<file path="config.mk">
export PLATFORM = sky130hd
export DESIGN_NAME = serial_async_rx_ovs
export DESIGN_NICKNAME = d
export VERILOG_FILES = /design/src/rtl/serial_async_rx_ovs.sv
export SDC_FILE = /design/constraint.sdc
export NUM_CORES = 1
export LEC_CHECK = 0
export CORE_MARGIN = 4
export CORE_UTILIZATION = 37
export DETAILED_ROUTE_END_ITERATION = 8
export DONT_BUFFER_PORTS = 1
export SLEW_MARGIN = 15
export SYNTH_ARGS = -nofsm -noshare
export SYNTH_HDL_FRONTEND = slang
export SYNTH_SLANG_ARGS = --single-unit
</file>
<file path="constraint.sdc">
create_clock -name in_clk -period 3.7 [get_ports in_clk]
set_input_delay 0.74 -clock in_clk [delete_from_list [all_inputs] [get_ports in_clk]]
set_output_delay 0.74 -clock in_clk [all_outputs]
set_load 0.02 [all_outputs]
</file>
<file path="src/rtl/serial_async_rx_ovs.sv">
// Oversampling async serial receiver with majority vote, false-start rejection,
// configurable parity and stop bits, and a FWFT receive FIFO with sticky overrun.
module serial_async_rx_ovs #(
   parameter int BITS          = 8,
   parameter int LOWBIT_FIRST  = 1,
   parameter int PARITY_MODE   = 1,
   parameter int STOP_BITS     = 1,
   parameter int MAIN_CLK_HZ   = 80_000,
   parameter int SERIAL_CLK_HZ = 10_000,
   parameter int OVERSAMPLE    = 8,
   parameter int FIFO_DEPTH    = 4
) (
   input  logic                          in_clk,
   input  logic                          in_rst,
   input  logic                          in_enable,
   input  logic                          in_serial,
   input  logic                          in_read,
   input  logic                          in_clear_err,
   output logic [BITS-1:0]               out_parallel,
   output logic                          out_parity_err,
   output logic                          out_frame_err,
   output logic                          out_valid,
   output logic [$clog2(FIFO_DEPTH):0]   out_fill,
   output logic                          out_overrun,
   output logic                          out_busy
);

   localparam int DIV     = MAIN_CLK_HZ / (SERIAL_CLK_HZ * OVERSAMPLE);
   localparam int DIV_W   = (DIV > 1) ? $clog2(DIV) : 1;
   localparam int T_W     = $clog2(OVERSAMPLE);
   localparam int CNT_W   = $clog2(BITS + STOP_BITS + 1);
   localparam int PTR_W   = $clog2(FIFO_DEPTH);
   localparam int FILL_W  = PTR_W + 1;
   localparam int ENTRY_W = BITS + 2;

   localparam logic [T_W-1:0]   T_S0   = T_W'(OVERSAMPLE / 2 - 1);
   localparam logic [T_W-1:0]   T_S1   = T_W'(OVERSAMPLE / 2);
   localparam logic [T_W-1:0]   T_S2   = T_W'(OVERSAMPLE / 2 + 1);
   localparam logic [T_W-1:0]   T_LAST = T_W'(OVERSAMPLE - 1);
   // The start-detect clock itself is the first divider phase of tick t=0.
   localparam logic [T_W-1:0]   T_FIRST   = (DIV == 1) ? T_W'(1) : '0;
   localparam logic [DIV_W-1:0] DIV_FIRST = (DIV == 1) ? '0 : DIV_W'(1);
   localparam logic [DIV_W-1:0] DIV_LAST  = DIV_W'(DIV - 1);

   if (DIV < 1) begin : g_div_check
      $error("serial_async_rx_ovs: MAIN_CLK_HZ too low for SERIAL_CLK_HZ*OVERSAMPLE");
   end

   typedef enum logic [2:0] {ST_IDLE, ST_START, ST_DATA, ST_PARITY, ST_STOP} state_t;

   state_t               r_state;
   logic                 r_sync1, r_sync2;
   logic [DIV_W-1:0]     r_div;
   logic [T_W-1:0]       r_t;
   logic [CNT_W-1:0]     r_cnt;
   logic                 r_s0, r_s1;
   logic [BITS-1:0]      r_shift;
   logic                 r_perr, r_ferr;
   logic                 r_push;
   logic [ENTRY_W-1:0]   r_push_word;

   logic [ENTRY_W-1:0]   r_mem [FIFO_DEPTH];
   logic [PTR_W-1:0]     r_wr_ptr, r_rd_ptr;
   logic [FILL_W-1:0]    r_fill;
   logic                 r_overrun;

   logic                 w_rx, w_tick, w_maj, w_ferr_now;
   logic                 w_pop, w_full, w_wr;
   logic [ENTRY_W-1:0]   w_head;

   assign w_rx       = r_sync2;
   assign w_tick     = (r_div == DIV_LAST);
   assign w_maj      = (r_s0 & r_s1) | (r_s0 & w_rx) | (r_s1 & w_rx);
   assign w_ferr_now = r_ferr | ~w_maj;

   always_ff @(posedge in_clk or negedge in_rst) begin
      if (!in_rst) begin
         r_sync1 <= 1'b1;
         r_sync2 <= 1'b1;
      end else begin
         r_sync1 <= in_serial;
         r_sync2 <= r_sync1;
      end
   end

   always_ff @(posedge in_clk or negedge in_rst) begin
      if (!in_rst) begin
         r_state     <= ST_IDLE;
         r_div       <= '0;
         r_t         <= '0;
         r_cnt       <= '0;
         r_s0        <= 1'b1;
         r_s1        <= 1'b1;
         r_shift     <= '0;
         r_perr      <= 1'b0;
         r_ferr      <= 1'b0;
         r_push      <= 1'b0;
         r_push_word <= '0;
      end else begin
         // NOTE: default first so the push strobe lasts exactly one clock.
         r_push <= 1'b0;
         if (!in_enable) begin
            r_state <= ST_IDLE;
         end else if (r_state == ST_IDLE) begin
            if (!w_rx) begin
               r_state <= ST_START;
               r_t     <= T_FIRST;
               r_div   <= DIV_FIRST;
            end
         end else begin
            r_div <= w_tick ? '0 : r_div + DIV_W'(1);
            if (w_tick) begin
               r_t <= (r_t == T_LAST) ? '0 : r_t + T_W'(1);
               if (r_t == T_S0) r_s0 <= w_rx;
               if (r_t == T_S1) r_s1 <= w_rx;
               if (r_t == T_S2) begin
                  case (r_state)
                     ST_START: begin
                        r_state <= w_maj ? ST_IDLE : ST_DATA;
                        r_cnt   <= '0;
                        r_perr  <= 1'b0;
                        r_ferr  <= 1'b0;
                     end
                     ST_DATA: begin
                        if (LOWBIT_FIRST != 0) r_shift <= {w_maj, r_shift[BITS-1:1]};
                        else                   r_shift <= {r_shift[BITS-2:0], w_maj};
                        if (r_cnt == CNT_W'(BITS - 1)) begin
                           r_cnt   <= '0;
                           r_state <= (PARITY_MODE != 0) ? ST_PARITY : ST_STOP;
                        end else begin
                           r_cnt <= r_cnt + CNT_W'(1);
                        end
                     end
                     ST_PARITY: begin
                        r_perr  <= ((w_maj ^ (^r_shift)) != (PARITY_MODE == 2));
                        r_state <= ST_STOP;
                     end
                     ST_STOP: begin
                        if (r_cnt == CNT_W'(STOP_BITS - 1)) begin
                           // Leave mid-way through the last stop bit so the next start edge is never missed.
                           r_push      <= 1'b1;
                           r_push_word <= {r_perr, w_ferr_now, r_shift};
                           r_state     <= ST_IDLE;
                        end else begin
                           r_ferr <= w_ferr_now;
                           r_cnt  <= r_cnt + CNT_W'(1);
                        end
                     end
                     default: r_state <= ST_IDLE;
                  endcase
               end
            end
         end
      end
   end

   assign w_pop  = in_read && (r_fill != '0);
   assign w_full = (r_fill == FILL_W'(FIFO_DEPTH));
   assign w_wr   = r_push && (!w_full || w_pop);

   // NOTE: storage has no reset; emptiness is tracked by r_fill and outputs are gated by it.
   always_ff @(posedge in_clk) begin
      if (w_wr) r_mem[r_wr_ptr] <= r_push_word;
   end

   always_ff @(posedge in_clk or negedge in_rst) begin
      if (!in_rst) begin
         r_wr_ptr  <= '0;
         r_rd_ptr  <= '0;
         r_fill    <= '0;
         r_overrun <= 1'b0;
      end else begin
         if (w_wr)  r_wr_ptr <= r_wr_ptr + PTR_W'(1);
         if (w_pop) r_rd_ptr <= r_rd_ptr + PTR_W'(1);
         case ({w_wr, w_pop})
            2'b10:   r_fill <= r_fill + FILL_W'(1);
            2'b01:   r_fill <= r_fill - FILL_W'(1);
            default: r_fill <= r_fill;
         endcase
         if (r_push && w_full && !w_pop) r_overrun <= 1'b1;
         else if (in_clear_err)          r_overrun <= 1'b0;
      end
   end

   assign w_head         = r_mem[r_rd_ptr];
   assign out_valid      = (r_fill != '0);
   assign out_fill       = r_fill;
   assign out_parallel   = out_valid ? w_head[BITS-1:0] : '0;
   assign out_frame_err  = out_valid & w_head[BITS];
   assign out_parity_err = out_valid & w_head[BITS+1];
   assign out_overrun    = r_overrun;
   assign out_busy       = (r_state != ST_IDLE);

endmodule

</file>
* Word-level counts from Yosys, hierarchy flattened
Memory sizes are Yosys's and may differ from the RTL's. Index checks and enable logic that the tools add are counted.
Cells by class: $add $sub $neg 7, multiply operators 0, divide/modulo/power cells 0, $lt $le $gt $ge 0, equality and inequality tests 20, shift operators 0, muxes and demuxes 33, bitwise gates (word level) 12, reduce and logical (&&, ||, !) cells 27
Operators by type and width (count):
- 3-bit 2-to-1 mux | 10
- 6-bit AND reduction | 3
- 3-bit == test, second input constant | 5
- 5-bit AND reduction | 3
- 1-bit 2-to-1 mux | 14
- 3-bit one-hot mux with 4 select lines | 1
- 4-bit one-hot mux with 3 select lines | 1
- 3-bit by 2-bit == test with 1-bit output, second input constant | 3
- 3-bit nonzero test | 3
- 4-bit 2-to-1 mux | 2
- 8-bit 2-to-1 mux | 1
- 4-bit != test, second input constant | 2
- 4-bit AND reduction | 2
- 2-bit nonzero test | 4
- 8-bit XOR reduction | 1
- 3-bit by 1-bit adder with 3-bit output, second input constant | 2
- 3-bit one-hot mux with 2 select lines | 1
- 1-bit bitwise AND | 5
- 2-bit by 1-bit adder with 2-bit output, second input constant | 2
- 4-bit by 1-bit adder with 4-bit output, second input constant | 1
- 4-bit by 3-bit == test with 1-bit output, second input constant | 1
- 1-bit logical AND | 4
- 4-bit logical NOT | 1
- 2-bit != test, second input constant | 2
- other kinds (19) | 25
Word-level totals: bits in registers 44, bits in latches 0, bits in writable memories 40, memory bits (read-only) 0, input port bits 6, output and inout port bits 16, memories kept 1
Memories:
- r_mem | depth 4, width 10, rd ports 1, clocked after memory_dff 0, wr ports 1, RTL line 62 | logic [ENTRY_W-1:0] r_mem [FIFO_DEPTH];

* Depth between registers and ports, before layout
Gate-level depths: netlist of the first run.
depth in word-level cells 9, mapped depth 10, mapped depth without buffers 9

* Least setup slack after synthesis of the first run
Ideal clock, no wire load.
kind input port to flip-flop, start point input port in_read, end point register r_fill[2], in the netlist out_fill[2], setup time 0.080 ns, data arrival time 2.288 ns, data required time 3.620 ns, path slack 1.333 ns, stages on the path 10, path buffers 1, path through nor4b_1 nor2b_1 clkbuf_1 inv_1 ha_1 inv_1 fa_1 xor2_1 nor2_1 xor2_1
On the way: longest elaborated chain between the ends 5, elaborated cells between the ends (all ways) 7, those cells by class 2 x eq/ne; 1 x mux; 4 x reduce/logical
Ends and longest elaborated chain:
- start: declaration | RTL line 17 | input logic in_read,
- 1-bit logical AND * | RTL line 157 | assign w_pop = in_read && (r_fill != '0);
- 1-bit logical OR | RTL line 159 | assign w_wr = r_push && (!w_full || w_pop);
- 1-bit logical AND | RTL line 159
- 2-bit by 1-bit == test with 1-bit output / 2-bit == test (equally long branches) | RTL line 175 | case ({w_wr, w_pop})
- 3-bit one-hot mux with 2 select lines / 2-bit nonzero test (equally long branches)
- end signal: assignment | RTL line 176 | 2'b10: r_fill <= r_fill + FILL_W'(1);
- end signal: assignment | RTL line 177 | 2'b01: r_fill <= r_fill - FILL_W'(1);
- end signal: assignment | RTL line 178 | default: r_fill <= r_fill;
- end: declaration | RTL line 64 | logic [FILL_W-1:0] r_fill;
Mark *: on every way between the ends. The rest lies on a longest branch, timed or not. A chain may end at the register's enable or synchronous reset.

* Final worst setup path of the first run
start point register r_rd_ptr[0], end point output port out_parity_err
On the way: longest elaborated chain between the ends 2
Ends and longest elaborated chain:
- start: declaration | RTL line 63 | logic [PTR_W-1:0] r_wr_ptr, r_rd_ptr;
- start signal: assignment | RTL line 174 | if (w_pop) r_rd_ptr <= r_rd_ptr + PTR_W'(1);
- memory 4 x 10 bit
- 1-bit bitwise AND | RTL line 190 | assign out_parity_err = out_valid & w_head[BITS+1];
- end: declaration | RTL line 20 | output logic out_parity_err,
Every way passes these cells.

==> flow_metrics.env, run 1 <==
export IMPL_pre_cts_slack_ps=1250
export IMPL_cts_htree_levels=3
export IMPL_antenna_left=0
export IMPL_postCtsHoldBufs=0
export IMPL_grt_pass1_wl_um=10100
export IMPL_grt_use_total_pct=11.3
export IMPL_async_reset_ff_share_pct=51.8
export IMPL_cts_tree="built"
export IMPL_die_y_um=108
export IMPL_power_mw=2.23
export IMPL_io_pins=22
export IMPL_timing_fmax_mhz=369
export IMPL_cp_max_fo=12
export IMPL_area_growth_pct=8.14
export IMPL_power_density_mw_per_mm2=555
export IMPL_post_cts_resized=0
export IMPL_wl_per_cell_um=15.0
export IMPL_post_synth_top_area_cell="edfxtp_1"
export IMPL_synthMostInstantiatedCell="edfxtp_1"
export IMPL_start_util_pct=38.1
export IMPL_drive_gt1_share_pct=21.8
export IMPL_crit_path_start_kind="flop"
export IMPL_syn_inst=254
export IMPL_synthFlopType="edfxtp_1"
export IMPL_vias=1943
export IMPL_diodes=0
export IMPL_post_route_period_util_pct=73.3
export IMPL_worst_slack_ps=987
export IMPL_worst_hold_path_type="input port to async pin"
export IMPL_cts_setup_buffers=0
export IMPL_antenna_found_initial=0
export IMPL_ys_types=47
export IMPL_cts_sinks=83
export IMPL_switching_share_pct=32.7
export IMPL_synth_top_area_share_pct=32.3
export IMPL_dr_pass1_iters=4
export IMPL_period_needed_ps=2710
export IMPL_rows=36
export IMPL_status="finished, final reports clean"
export IMPL_core_area_mm2=0.00977
export IMPL_crit_type="flop to primary output"
export IMPL_seq_area_frac_synth_pct=61.3
export IMPL_post_drt_via_cell_ratio=4.92
export IMPL_die_area_mm2=0.0117
export IMPL_numCtsBuffers=9
export IMPL_grt_overflow=0
export IMPL_pwr_share_clk_pct=26.8
export IMPL_finClkSkew_ps=12.2
export IMPL_finalNetCount=276
export IMPL_max_slew_margin_pct=49.2
export IMPL_clk_pin_slew_ps=90
export IMPL_p_sw_mw=0.730
export IMPL_end_kind="primary output"
export IMPL_ir_worst_vdd_uv=227
export IMPL_drc=0
export IMPL_p_leak_nw=1.58
export IMPL_syn_area_mm2=0.00372
export IMPL_final_max_slew_violation_count=0
export IMPL_internal_power_mw=1.50
export IMPL_wirelength_um=5920
export IMPL_worstPathArrival_ps=1970
export IMPL_seqPwrFrac_pct=52.6
export IMPL_globalplace_congestion=0.753
export IMPL_grt_pass1_vias=1958
export IMPL_dp_cells=379
export IMPL_timing_setup_tns_ps=0
export IMPL_tightest_slew_ps=757
export IMPL_synth_area_leaders="edfxtp_1 32%, dfrtp_1 26%, mux2_2 6.1%"
export IMPL_ys_ff_latch=83
export IMPL_chipWidth_um=108
export IMPL_synth_common_cells="40 x edfxtp_1, 39 x dfrtp_1, 20 x inv_1, 20 x mux2_2, 16 x and2_1"
export IMPL_worstPathRequired_ps=2960
export IMPL_clk_latency_ps=350
export IMPL_rsz0062_at_grt="no"
export IMPL_synth_edf_count=40
export IMPL_cts_buffer_depth=2
export IMPL_cts_root_buffer="clkbuf_8"
export IMPL_drt_iter0_drc=95
export IMPL_port_buffer_count=0
export IMPL_hold_viol_final=0
export IMPL_finalNonFillerCells=395
export IMPL_drv_cap=0
export IMPL_ys_warn_count=0
export IMPL_hpwl_um=3990
export IMPL_final_setup_viol_count=0
export IMPL_avgSynthCellArea_um2=14.6
export IMPL_grt_start_max_net_pins=44
export IMPL_syn_nets=273
export IMPL_r2r_cells=8
export IMPL_p_comb_share_pct=20.6
==> kinds of logic (layout without fill, tap and decap cells) <==
| logic type | Yosys count | in the layout | share of synthesized area, % |
|---|---|---|---|
| xor+xnor | 13 | 13 | 3.43 |
| mux | 30 | 30 | 12.1 |
| flops | 83 | 83 | 61.3 |
| fa+ha+maj | 14 | 14 | 4.84 |
| buf+inv | 28 | 36 | 3.23 |
| compound gates | 32 | 32 | 6.15 |
| simple gates | 54 | 54 | 8.91 |
==> placed cells by master, fill, tap and decap left out, types with 2 or more instances in the layout <==
master and instances:
a211oi_1 2, a21boi_0 2, a22o_1 4, a31oi_1 2, and2_1 16, and3_1 2
clkbuf_8 9, clkinvlp_4 2, dfrtp_1 39, dfstp_2 4, edfxtp_1 40, ha_1 12
inv_1 20, inv_6 3, mux2_2 20, mux4_2 10, nand2_1 9, nand2b_1 3
nand3_1 3, nor2_1 6, nor3_1 2, o211a_1 2, o21ai_0 12, o41ai_1 2
or3_1 3, xnor2_1 9, xor2_1 3
==> power groups by stage <==
stage / clock network [mW] / registers, mW / logic [mW]
after floorplan: 0 / 1.12 / 0.459
after global placement: 0 / 1.20 / 0.459
after detailed placement: 0 / 1.20 / 0.465
after CTS: 0.621 / 1.18 / 0.467
after global routing: 0.667 / 1.20 / 0.510
final: 0.599 / 1.17 / 0.460
==> critical path: stages, from the launching register on <==
cell	delay [ps]
dfrtp_1	790
mux4_2	590
and2_1	240
==> registers in the layout, indices dropped and copies added, names as in the netlist, 2 cells and up <==
signal       flops
r_mem           40
r_push_word     10
r_shift          8
r_cnt            4
out_fill         3
r_state          3
r_t              3
r_rd_ptr         2
r_wr_ptr         2
==> routing by layer <==
| layer | GRT usage, % | vias up | wire length [um] |
|---|---|---|---|
| li1 | - | 930 | - |
| met1 | 15.3 | 975 | 2790 |
| met3 | 3.64 | 6 | 238 |
| met5 | 0 | - | 0 |
| met2 | 17.4 | 32 | 2840 |
| met4 | 3.52 | 0 | 59 |
==> through the flow <==
| stage | utilization (%) | hold WS, ps | cell area, um^2 |
|---|---|---|---|
| 6_report | 41.2 | 70.5 | 4020 |
| 5_1_grt | 41.2 | 35.6 | 4020 |
| 4_1_cts | 41.2 | 53.2 | 4020 |
| 3_5_place_dp | 39.3 | 348 | 3840 |
| 3_3_place_gp | 39.3 | 347 | 3840 |
| 2_1_floorplan | - | 345 | 3720 |
==> worst paths after layout <==
path	end	start	slack [ps]
max	out_parity_err	r_rd_ptr[0]	990
min	r_t[0]	in_rst	70
max reg2reg	out_fill[2]	out_fill[1]	1280
min reg2reg	r_sync2	r_sync1	360
max in group asynchronous	r_s0	in_rst	3450
min in group in_clk	r_sync2	r_sync1	360
==> final cells by class <==
type	count	area [um^2]
fill	913	5750
tap	133	166
inverter	20	75.1
multi-input combinational	143	1320
clock inverter	7	57.6
clock buffer	9	124
sequential	83	2280
No activity file was read; power rests on OpenSTA's default activity.
==> inputs of run 2 (changes only) <==
==> constraint.sdc (replaced) <==
create_clock -name in_clk -period 2.6 [get_ports in_clk]
set_input_delay 0.52 -clock in_clk [delete_from_list [all_inputs] [get_ports in_clk]]
set_output_delay 0.52 -clock in_clk [all_outputs]
set_load 0.02 [all_outputs]
==> flow_metrics.env, run 2 (synthesis results as in run 1) <==
export IMPL_status="finished, final reports clean"
export IMPL_drc=0
export IMPL_hpwl_um=4030
export IMPL_final_max_slew_violation_count=0
export IMPL_final_setup_viol_count=0
export IMPL_start_util_pct=38.1
export IMPL_core_area_mm2=0.00977
export IMPL_grt_pass1_vias=1973
export IMPL_grt_start_max_net_pins=44
export IMPL_cts_buffer_depth=2
export IMPL_clk_latency_ps=350
export IMPL_post_drt_via_cell_ratio=4.82
export IMPL_final_cell_area_mm2=0.00413
export IMPL_hold_viol_final=0
export IMPL_reg_top3="r_mem (40), r_push_word (10), r_shift (8)"
export IMPL_hold_ws_ps=157
export IMPL_rsz0062_at_grt="no"
export IMPL_numCtsBuffers=9
export IMPL_crit_type="flop to primary output"
export IMPL_p_leak_nw=1.64
export IMPL_die_area_mm2=0.0117
export IMPL_post_route_period_util_pct=86.7
export IMPL_cts_htree_levels=3
export IMPL_dr_pass1_iters=4
export IMPL_io_pins=22
export IMPL_antenna_left=0
export IMPL_port_buffer_count=0
export IMPL_timing_setup_tns_ps=0
export IMPL_drt_iter0_drc=61
export IMPL_post_cts_resized=0
export IMPL_drv_cap=0
export IMPL_power_mw=3.31
export IMPL_timing_fmax_mhz=444
export IMPL_dpl_cell_area_mm2=0.00389
export IMPL_cts_sinks=83
export IMPL_cts_tree="built"
export IMPL_drive_gt1_share_pct=24.0
export IMPL_die_y_um=108
export IMPL_finClkSkew_ps=12.4
export IMPL_final_cell_mix="40 x edfxtp_1, 39 x dfrtp_1, 20 x inv_1, 20 x mux2_2, 16 x and2_1"
export IMPL_power_density_mw_per_mm2=802
export IMPL_finalNetCount=285
export IMPL_layout_commonest_cell="edfxtp_1"
export IMPL_chipWidth_um=108
export IMPL_worstPathRequired_ps=2080
export IMPL_max_slew_margin_pct=62.9
export IMPL_grt_use_total_pct=11.1
export IMPL_cp_max_fo=11
export IMPL_grt_overflow=0
export IMPL_worst_hold_path_type="input port to flop"
export IMPL_wl_per_cell_um=14.7
export IMPL_wirelength_um=5950
export IMPL_antenna_found_initial=0
export IMPL_globalplace_congestion=0.743
export IMPL_grt_pass1_wl_um=9980
export IMPL_end_kind="primary output"
export IMPL_tightest_slew_ps=557
export IMPL_period_needed_ps=2250
export IMPL_cts_root_buffer="clkbuf_8"
export IMPL_clk_pin_slew_ps=90
export IMPL_vias=1947
export IMPL_area_growth_pct=10.9
export IMPL_ir_worst_vdd_uv=356
export IMPL_top_register="r_mem"
export IMPL_diodes=0
export IMPL_largest_register_ff_count=40
export IMPL_rows=36
export IMPL_worstPathArrival_ps=1730
export IMPL_crit_path_start_kind="flop"
-- run 2: stage by stage --
stage / setup slack (ps) / std cells / utilization (%)
after floorplan: 428 / 254 / -
after CTS: 304 / 404 / 42.2
after detailed placement: 374 / 386 / 39.8
after global placement: 422 / 386 / 39.8
after global routing: 221 / 404 / 42.2
final: 345 / 404 / 42.2
-- run 2: power breakdown --
| group | total (mW) | internal [mW] | switching [mW] |
|---|---|---|---|
| combinational | 0.843 | 0.380 | 0.463 |
| clock | 0.893 | 0.373 | 0.520 |
| sequential | 1.57 | 1.46 | 0.110 |
-- run 2: final timing paths --
kind	start	end	slack [ps]	depth (start not counted)
max in group asynchronous	in_rst	r_s1	1680	2
worst max register to register	out_fill[1]	out_fill[2]	480	9
worst min-delay path	in_serial	r_sync1	160	0
worst min register to register	r_sync1	r_sync2	360	0
worst max-delay path	out_fill[1]	out_parallel[2]	350	4
min in group asynchronous	in_rst	r_t[1]	670	2
-- run 2: critical path, cell delays in order, from the launching register on --
cell and delay (ps):
dfrtp_1 400, buf_4 170, or3_1 380, buf_4 200, and2_1 230
-- run 2: cell type report --
cell class | instances | area, um^2
clock inverter | 7 | 71.3
fill | 932 | 5650
clock buffer | 9 | 124
tap | 133 | 166
multi-input combinational | 143 | 1320
inverter | 20 | 75.1
sequential | 83 | 2280
timing repair buffer | 9 | 90.1
-- run 2: timing repair --
| item | 4_1_cts | 5_1_grt |
|---|---|---|
| hold endpoints to repair | 43 | 0 |
| setup buffers | 0 | 0 |
| hold buffers | 2 | 0 |
| endpoints found under the setup margin | 0 | 0 |
-- run 2: metal layers --
| layer | global-route usage [%] | share of wire (%) | vias up |
|---|---|---|---|
| li1 | - | - | 949 |
| met1 | 14.4 | 47 | 966 |
| met2 | 18.0 | 49 | 28 |
| met3 | 3.34 | 3.8 | 4 |
| met4 | 3.52 | 0.69 | 0 |
| met5 | 0 | 0 | - |
